## config.mk

```make
export PLATFORM = sky130hd
export DESIGN_NAME = instr_sequencer
export DESIGN_NICKNAME = d
export VERILOG_FILES = /design/src/rtl/instr_sequencer_pkg.sv /design/src/rtl/instr_sequencer_prog_mem.sv /design/src/rtl/instr_sequencer.sv
export SDC_FILE = /design/constraint.sdc
export NUM_CORES = 1
export LEC_CHECK = 0
export ABC_AREA = 1
export CORE_ASPECT_RATIO = 0.9
export CORE_UTILIZATION = 30
export DETAILED_ROUTE_END_ITERATION = 7
export GPL_TIMING_DRIVEN = 0
export SYNTH_ARGS = -nofsm -noshare
export SYNTH_HDL_FRONTEND = slang
export SYNTH_SLANG_ARGS = --single-unit
```

## constraint.sdc

```tcl
create_clock -name clk -period 5.72 [get_ports clk]
set_input_delay 1.144 -clock clk [delete_from_list [all_inputs] [get_ports clk]]
set_output_delay 1.144 -clock clk [all_outputs]
set_load 0.02 [all_outputs]
```

## src/rtl/instr_sequencer_pkg.sv

```systemverilog
// rtl/instr_sequencer_pkg.sv - shared state encoding and default sizing for the instruction sequencer
package instr_sequencer_pkg;

    localparam int DEFAULT_DEPTH   = 16;
    localparam int DEFAULT_TIMEOUT = 255;

    typedef enum logic [2:0] {
        IDLE,
        LOAD,
        START,
        WAIT_LOW,
        WAIT_HIGH,
        NEXT,
        DONE,
        ERROR
    } seq_state_t;

endpackage

```

## src/rtl/instr_sequencer_prog_mem.sv

```systemverilog
// rtl/instr_sequencer_prog_mem.sv - program memory, synchronous write and combinational read
module instr_sequencer_prog_mem #(
    parameter int DEPTH = 16
) (
    input  logic                     clk,
    input  logic                     we,
    input  logic [$clog2(DEPTH)-1:0] waddr,
    input  logic [15:0]              wdata,
    input  logic [$clog2(DEPTH)-1:0] raddr,
    output logic [15:0]              rdata
);

    // Contents survive reset on purpose so a loaded program can be rerun.
    logic [15:0] mem [DEPTH];

    // Write port: one word per strobed edge.
    always_ff @(posedge clk) begin
        if (we) begin
            mem[waddr] <= wdata;
        end
    end

    assign rdata = mem[raddr];

endmodule

```

## src/rtl/instr_sequencer.sv

```systemverilog
// rtl/instr_sequencer.sv - issues stored instructions to the cpu one at a time with handshake and timeout
module instr_sequencer
    import instr_sequencer_pkg::*;
#(
    parameter int DEPTH   = DEFAULT_DEPTH,
    parameter int TIMEOUT = DEFAULT_TIMEOUT
) (
    input  logic                     clk,
    input  logic                     reset,
    input  logic                     prog_we,
    input  logic [$clog2(DEPTH)-1:0] prog_addr,
    input  logic [15:0]              prog_data,
    input  logic                     start,
    input  logic [$clog2(DEPTH):0]   count,
    output logic [15:0]              cpu_in,
    output logic                     cpu_load,
    output logic                     cpu_s,
    input  logic                     cpu_w,
    input  logic [15:0]              cpu_out,
    output logic [15:0]              last_out,
    output logic [$clog2(DEPTH)-1:0] pc,
    output logic                     busy,
    output logic                     done,
    output logic                     error
);

    localparam int AW = $clog2(DEPTH);
    localparam int CW = AW + 1;
    localparam int TW = $clog2(TIMEOUT + 1);
    localparam logic [CW-1:0] DEPTH_C   = CW'(DEPTH);
    localparam logic [TW-1:0] TIMEOUT_C = TW'(TIMEOUT);

    seq_state_t    state, state_nxt;
    logic [AW-1:0] pc_nxt;
    logic [CW-1:0] cnt_q, cnt_nxt;
    logic [TW-1:0] tmo_q, tmo_nxt, tmo_inc;
    logic [15:0]   last_nxt;
    logic [15:0]   mem_rdata;
    logic          mem_we;

    // Writes are locked out while a program is running so the issued words stay stable.
    assign mem_we = prog_we & ~busy;

    instr_sequencer_prog_mem #(
        .DEPTH(DEPTH)
    ) prog_mem (
        .clk  (clk),
        .we   (mem_we),
        .waddr(prog_addr),
        .wdata(prog_data),
        .raddr(pc),
        .rdata(mem_rdata)
    );

    // The instruction bus is quiet only while idle; elsewhere it presents the current word.
    assign cpu_in = (state == IDLE) ? 16'h0000 : mem_rdata;

    // State register and datapath registers with synchronous active-low reset.
    always_ff @(posedge clk) begin
        if (!reset) begin
            state    <= IDLE;
            pc       <= '0;
            cnt_q    <= '0;
            tmo_q    <= '0;
            last_out <= '0;
        end else begin
            state    <= state_nxt;
            pc       <= pc_nxt;
            cnt_q    <= cnt_nxt;
            tmo_q    <= tmo_nxt;
            last_out <= last_nxt;
        end
    end

    // Next-state and output decode; a cpu handshake edge wins over a simultaneous timeout.
    always_comb begin
        state_nxt = state;
        pc_nxt    = pc;
        cnt_nxt   = cnt_q;
        tmo_nxt   = tmo_q;
        last_nxt  = last_out;
        cpu_load  = 1'b0;
        cpu_s     = 1'b0;
        busy      = 1'b0;
        done      = 1'b0;
        error     = 1'b0;
        tmo_inc   = tmo_q + TW'(1);

        case (state)
            IDLE, DONE, ERROR: begin
                done  = (state == DONE);
                error = (state == ERROR);
                if (start) begin
                    pc_nxt    = '0;
                    cnt_nxt   = (count > DEPTH_C) ? DEPTH_C : count;
                    state_nxt = (cnt_nxt == '0) ? DONE : LOAD;
                end
            end
            LOAD: begin
                busy      = 1'b1;
                cpu_load  = 1'b1;
                state_nxt = START;
            end
            START: begin
                busy      = 1'b1;
                cpu_s     = 1'b1;
                tmo_nxt   = '0;
                state_nxt = WAIT_LOW;
            end
            WAIT_LOW: begin
                busy    = 1'b1;
                tmo_nxt = tmo_inc;
                if (!cpu_w) begin
                    state_nxt = WAIT_HIGH;
                end else if (tmo_inc == TIMEOUT_C) begin
                    state_nxt = ERROR;
                end
            end
            WAIT_HIGH: begin
                busy    = 1'b1;
                tmo_nxt = tmo_inc;
                if (cpu_w) begin
                    last_nxt  = cpu_out;
                    state_nxt = NEXT;
                end else if (tmo_inc == TIMEOUT_C) begin
                    state_nxt = ERROR;
                end
            end
            NEXT: begin
                busy = 1'b1;
                if (({1'b0, pc} + CW'(1)) == cnt_q) begin
                    state_nxt = DONE;
                end else begin
                    pc_nxt    = pc + AW'(1);
                    state_nxt = LOAD;
                end
            end
            default: begin
                state_nxt = IDLE;
            end
        endcase
    end

endmodule

```

======== Word level (Yosys, flattened, before mapping) ========
Memory sizes are Yosys's and may differ from the RTL's. A register that Yosys moved wholly into a read port is not among the register bits.
Cells that the tools add are included.
operators by class
  reductions and logical operators ........ 10
  equal/unequal tests ..................... 11
  bitwise gates (word level) .............. 2
  order comparisons ....................... 1
  add/sub/neg operators ................... 3
  multiplexer cells ....................... 22
operator list
  cell                                           count
  2-to-1 mux 3 bit                               6
  case mux 3 bit (6 select lines)                1
  2-to-1 mux 16 bit                              1
  2-to-1 mux 4 bit                               4
  case mux 8 bit (2 select lines)                1
  == test 3 bit, second input constant           4
  adder 8 x 1 -> 8 bit, second input constant    1
  == test 8 bit, second input constant           1
  case mux 4 bit (2 select lines)                1
  2-to-1 mux 1 bit                               7
  == test 3 x 2 -> 1 bit, second input constant  2
  adder 4 x 1 -> 5 bit, second input constant    1
  == test 5 bit                                  1
  > comparator 5 bit, second input constant      1
  logical NOT 5 bit                              1
  2-to-1 mux 5 bit                               1
  OR reduction 5 bit                             1
  adder 4 x 1 -> 4 bit, second input constant    1
  != test 2 bit, second input constant           2
  AND reduction 2 bit                            2
  nonzero test 2 bit                             2
  == test 3 x 1 -> 1 bit, second input constant  1
  logical NOT 3 bit                              1
  AND reduction 3 bit                            1
  4 further kinds                                4
storage, ports and cells
  bits in writable memories ............... 256
  memories ................................ 1
  register bits after elaboration ......... 36
memories
  name          depth  width  read ports  clocked after Yosys merged registers in  write ports  RTL line                        RTL
  prog_mem.mem  16     16     1           1                                        1            instr_sequencer_prog_mem.sv:14  logic [15:0] mem [DEPTH];

======== Depth between registers and ports, before layout ========
  depth in word-level cells ............... 7
  depth in mapped cells ................... 14
  mapped depth without buffers ............ 14

======== Cells and area by module ========
A second synthesis with hierarchy kept.
unflattened totals
  cell total of the unflattened synthesis .. 1380
  area total of the unflattened synthesis .. 13075.0 sq um
modules (own cells, without submodules)
  module                    times used  cells each  area each (sq um)
  instr_sequencer_prog_mem  1           1058        11060.6
  instr_sequencer           1           322         2014.4

======== Worst setup path before layout ========
Ideal clock, no wire load.
  path type ............................... flip-flop to output port
  from .................................... reg with a tool-made name
  to ...................................... out cpu_in[12]
  path slack .............................. 3.066 ns
  stages on the path, launching flop included .. 9
  path buffers ............................ 3
  arrival time ............................ 1.510 ns
  data required time ...................... 4.576 ns
  cells stage by stage .................... dfxtp_1 buf_2 inv_2 buf_2 buf_2 nor2_1 o221ai_1 o211ai_1 a21oi_1
RTL lines
  element        RTL line               RTL
  end, declared  instr_sequencer.sv:15  output logic [15:0] cpu_in,

==> metrics.txt <==
CP max stage delay 0.68 ns; Starting Density 0.3037; Synth area leader edfxtp_1; Logic pwr share 0.247; Power per Cell Area 389.6 mW/mm²; IO Count 87; Worst Clk Skew 0.01350 ns; clk sinks 296; worst hold start last_out[14]; global-route wire length before repair 53.12 mm; clock share of power 0.331; Final Critical Period 4.634 ns; GR Util met1 0.2424; GRT Util Overall 0.1778; die area 0.04074 mm²; DR iter-0 viols 1,012; CTS tree yes; final worst path period share 0.8101; switching share of power 0.3230; die height 191.6 µm; clock root cell clkbuf_16; Post-route DRC 4; Int Pwr 3914 µW; Hold EP last_out[14]; grt ovf 0; Yosys cell types 39; initial antenna violation count 4; CTS Buf Count 29; ranking of synthesized cells by area edfxtp_1 (64%), dfxtp_1 (6.7%), o21ai_0 (5.5%); Vias/cell 5.180; sequential cell area fraction in the yosys report 0.7085; clk slew on worst S/H paths 0.06 ns; Flop pwr share 0.422; met3 Resource Use GR 0.04644; met2 usage 0.2726; share of the synthesized area in the top cell type 0.6417; share of post-route cells with drive strength above 1 0.1068; gr busiest metal met2; post-route ant nets 0; worst relative slew slack 0.4277; final instance area 0.01484 mm²; Rows 69; required time of the critical path 4.58 ns; Hold Path Class reg -> reg; vias in the first global route 8,560; final setup fails 0; HPWL after DPL 23.89 mm; fill count 3,780; CP max stage cell clkdlybuf4s50_1; yosys warns 0; Commonest cells post-synth edfxtp_1 (256), nor2_1 (166), o21ai_0 (132); Resized cells post-CTS 0; Final GP Congestion 0.8201; mapped cell area 0.01198 mm²; area post-placement 0.01390 mm²; worst slew pin tran 0.8584 ns; r2r startpoint state[1]; synthesis-stage register bit count 296; Horiz. Die Dim 212.6 µm; hold path depth 2; switching power total 1867 µW; Final Hold Fails 0; EDFF count, synth 256; buffers added on ports 86; DR vias 8,728; CP startpoint kind register; Net Count, Synth 1,045; cts hold-fix bufs 0; Post-synth ARST share 0; most common cell in the synthesized netlist edfxtp_1; fin nets 1,178; Area growth syn-to-layout 23.86%; CP Cell Sequence buf_2 -> clkbuf_1 -> o21ai_0 -> o221ai_1 -> o211ai_1 -> a21oi_1 -> clkdlybuf4s50_1; Worst EP arrival 3.49 ns; Placeable Area 0.03945 mm²; Critical Path End Type primary output; status finished with violations; unrepaired setup endpoints after global routing no; Final Max Tran Viols 0; fmax 0.2158 GHz; VDD IR-drop max 0.2366 mV; Crit Path Category reg -> out; WL final 36.23 mm; setup_tns 0 ns; reg2reg setup slack 2.97 ns; Worst Hold Slack 0.4605 ns; largest net degree at the start of global routing 17; reg2reg end prog_mem.mem[12][15]; ys flop type edfxtp_1; Pleak 0.004718 µW; Max FO, Critical Path 10; MaxCap Viol Count 0; failing checks design-rule violations; Max clock buf depth 3; post-synthesis cell count 996; Avg WL per Cell 21.50 µm; post-CTS setup buffer count 0; Synth Area per Inst 12.03 µm²; TritonRoute pass-1 iters 8; clock latency on the worst-skew pair 0.58 ns; worst reg2reg path depth 8; H-Tree Depth 1
-- worst max-delay path: cells and delay by family (launching register included) --
kind / cells / cell delay, ns
buf+inv: 3 / 1.54
compound gates: 4 / 0.91
flops: 1 / 0.45
-- sequential cells by signal, summed over array words and instances, names as in the netlist, named ones only --
name and cells:
prog_mem.mem 256, tmo_q 8, last_out 16, pc 4, cnt_q 5, state 3
-- cells by family (layout without fill, tap and decap cells) --
family | Yosys count | after routing | synth area share
AOI/OAI and AO/OA | 267 | 267 | 0.1345
xor gates and xnor gates | 1 | 1 | 0.0007312
adders and majority gates | 3 | 3 | 0.003133
buffers and inverters | 103 | 259 | 0.03614
DFF | 296 | 296 | 0.7085
other | 0 | 1 | 0
and+or+nand+nor | 326 | 326 | 0.1170
-- worst max path at each step --
| stage | startpoint | endpoint | depth (start not counted) |
|---|---|---|---|
| 4_1_cts | register | cpu_in[12] | 7 |
| 3_3_place_gp | prog_we | prog_mem.mem[8][14] | 5 |
| 3_5_place_dp | register | cpu_in[13] | 7 |
| 2_1_floorplan | register | cpu_in[12] | 8 |
| 5_1_grt | register | cpu_in[12] | 7 |
| 6_report | register | cpu_in[12] | 7 |
-- final cells by class --
| type | count | area [µm²] | share of cell area |
|---|---|---|---|
| flip-flops and latches | 296 | 8488 | 0.5720 |
| multi-input cells | 597 | 3099 | 0.2089 |
| repair buffers | 102 | 1214 | 0.08179 |
| clock buffers | 34 | 744.5 | 0.05017 |
| well taps | 532 | 665.6 | 0.04486 |
| plain buffers | 60 | 269.0 | 0.01813 |
| clock inverters | 20 | 192.7 | 0.01298 |
| inverters | 43 | 163.9 | 0.01105 |
| diodes | 1 | 2.502 | 0.0001686 |
-- power groups by stage --
stage	Clock (µW)	Combinational [µW]	Sequential, µW
floorplan	0	757	2490
global placement	0	1380	2490
detailed placement	0	1410	2490
CTS	1930	1420	2440
global route	2010	1520	2450
finish	1910	1430	2440
-- per-layer routing --
layer	routed length [µm]	up-vias
met5	21	-
met2	15880	485
met3	4017	79
li1	-	3941
met4	1089	4
met1	15220	4219
-- cell usage in the layout (no fill, tap or decap), drive strengths merged, types with 2 or more instances in the layout --
| master | netlist | layout |
|---|---|---|
| nor2 | 172 | 172 |
| clkinvlp | 0 | 2 |
| o21ai | 133 | 133 |
| o22ai | 17 | 17 |
| o221ai | 47 | 47 |
| nand2 | 87 | 87 |
| o21bai | 2 | 2 |
| clkdlybuf4s50 | 0 | 86 |
| o211ai | 17 | 17 |
| edfxtp | 256 | 256 |
| nor3 | 4 | 4 |
| inv | 42 | 44 |
| dfxtp | 40 | 40 |
| bufinv | 0 | 3 |
| nand3 | 53 | 53 |
| nand4 | 7 | 7 |
| ha | 3 | 3 |
| buf | 28 | 44 |
| or2 | 2 | 2 |
| clkinv | 1 | 14 |
| clkbuf | 32 | 66 |
| a21oi | 49 | 49 |
-- stage by stage --
stage                 util  total power (µW)  instances  worst slack [ns]
finish              0.3761              5781       1685             1.086
global placement    0.3423              3872       1614             1.465
floorplan                -              3243        996             3.066
detailed placement  0.3523              3900       1630             1.721
global route        0.3761              5975       1684            0.9355
CTS                 0.3761              5792       1684             1.099
No activity file was read; power rests on OpenSTA's default activity.
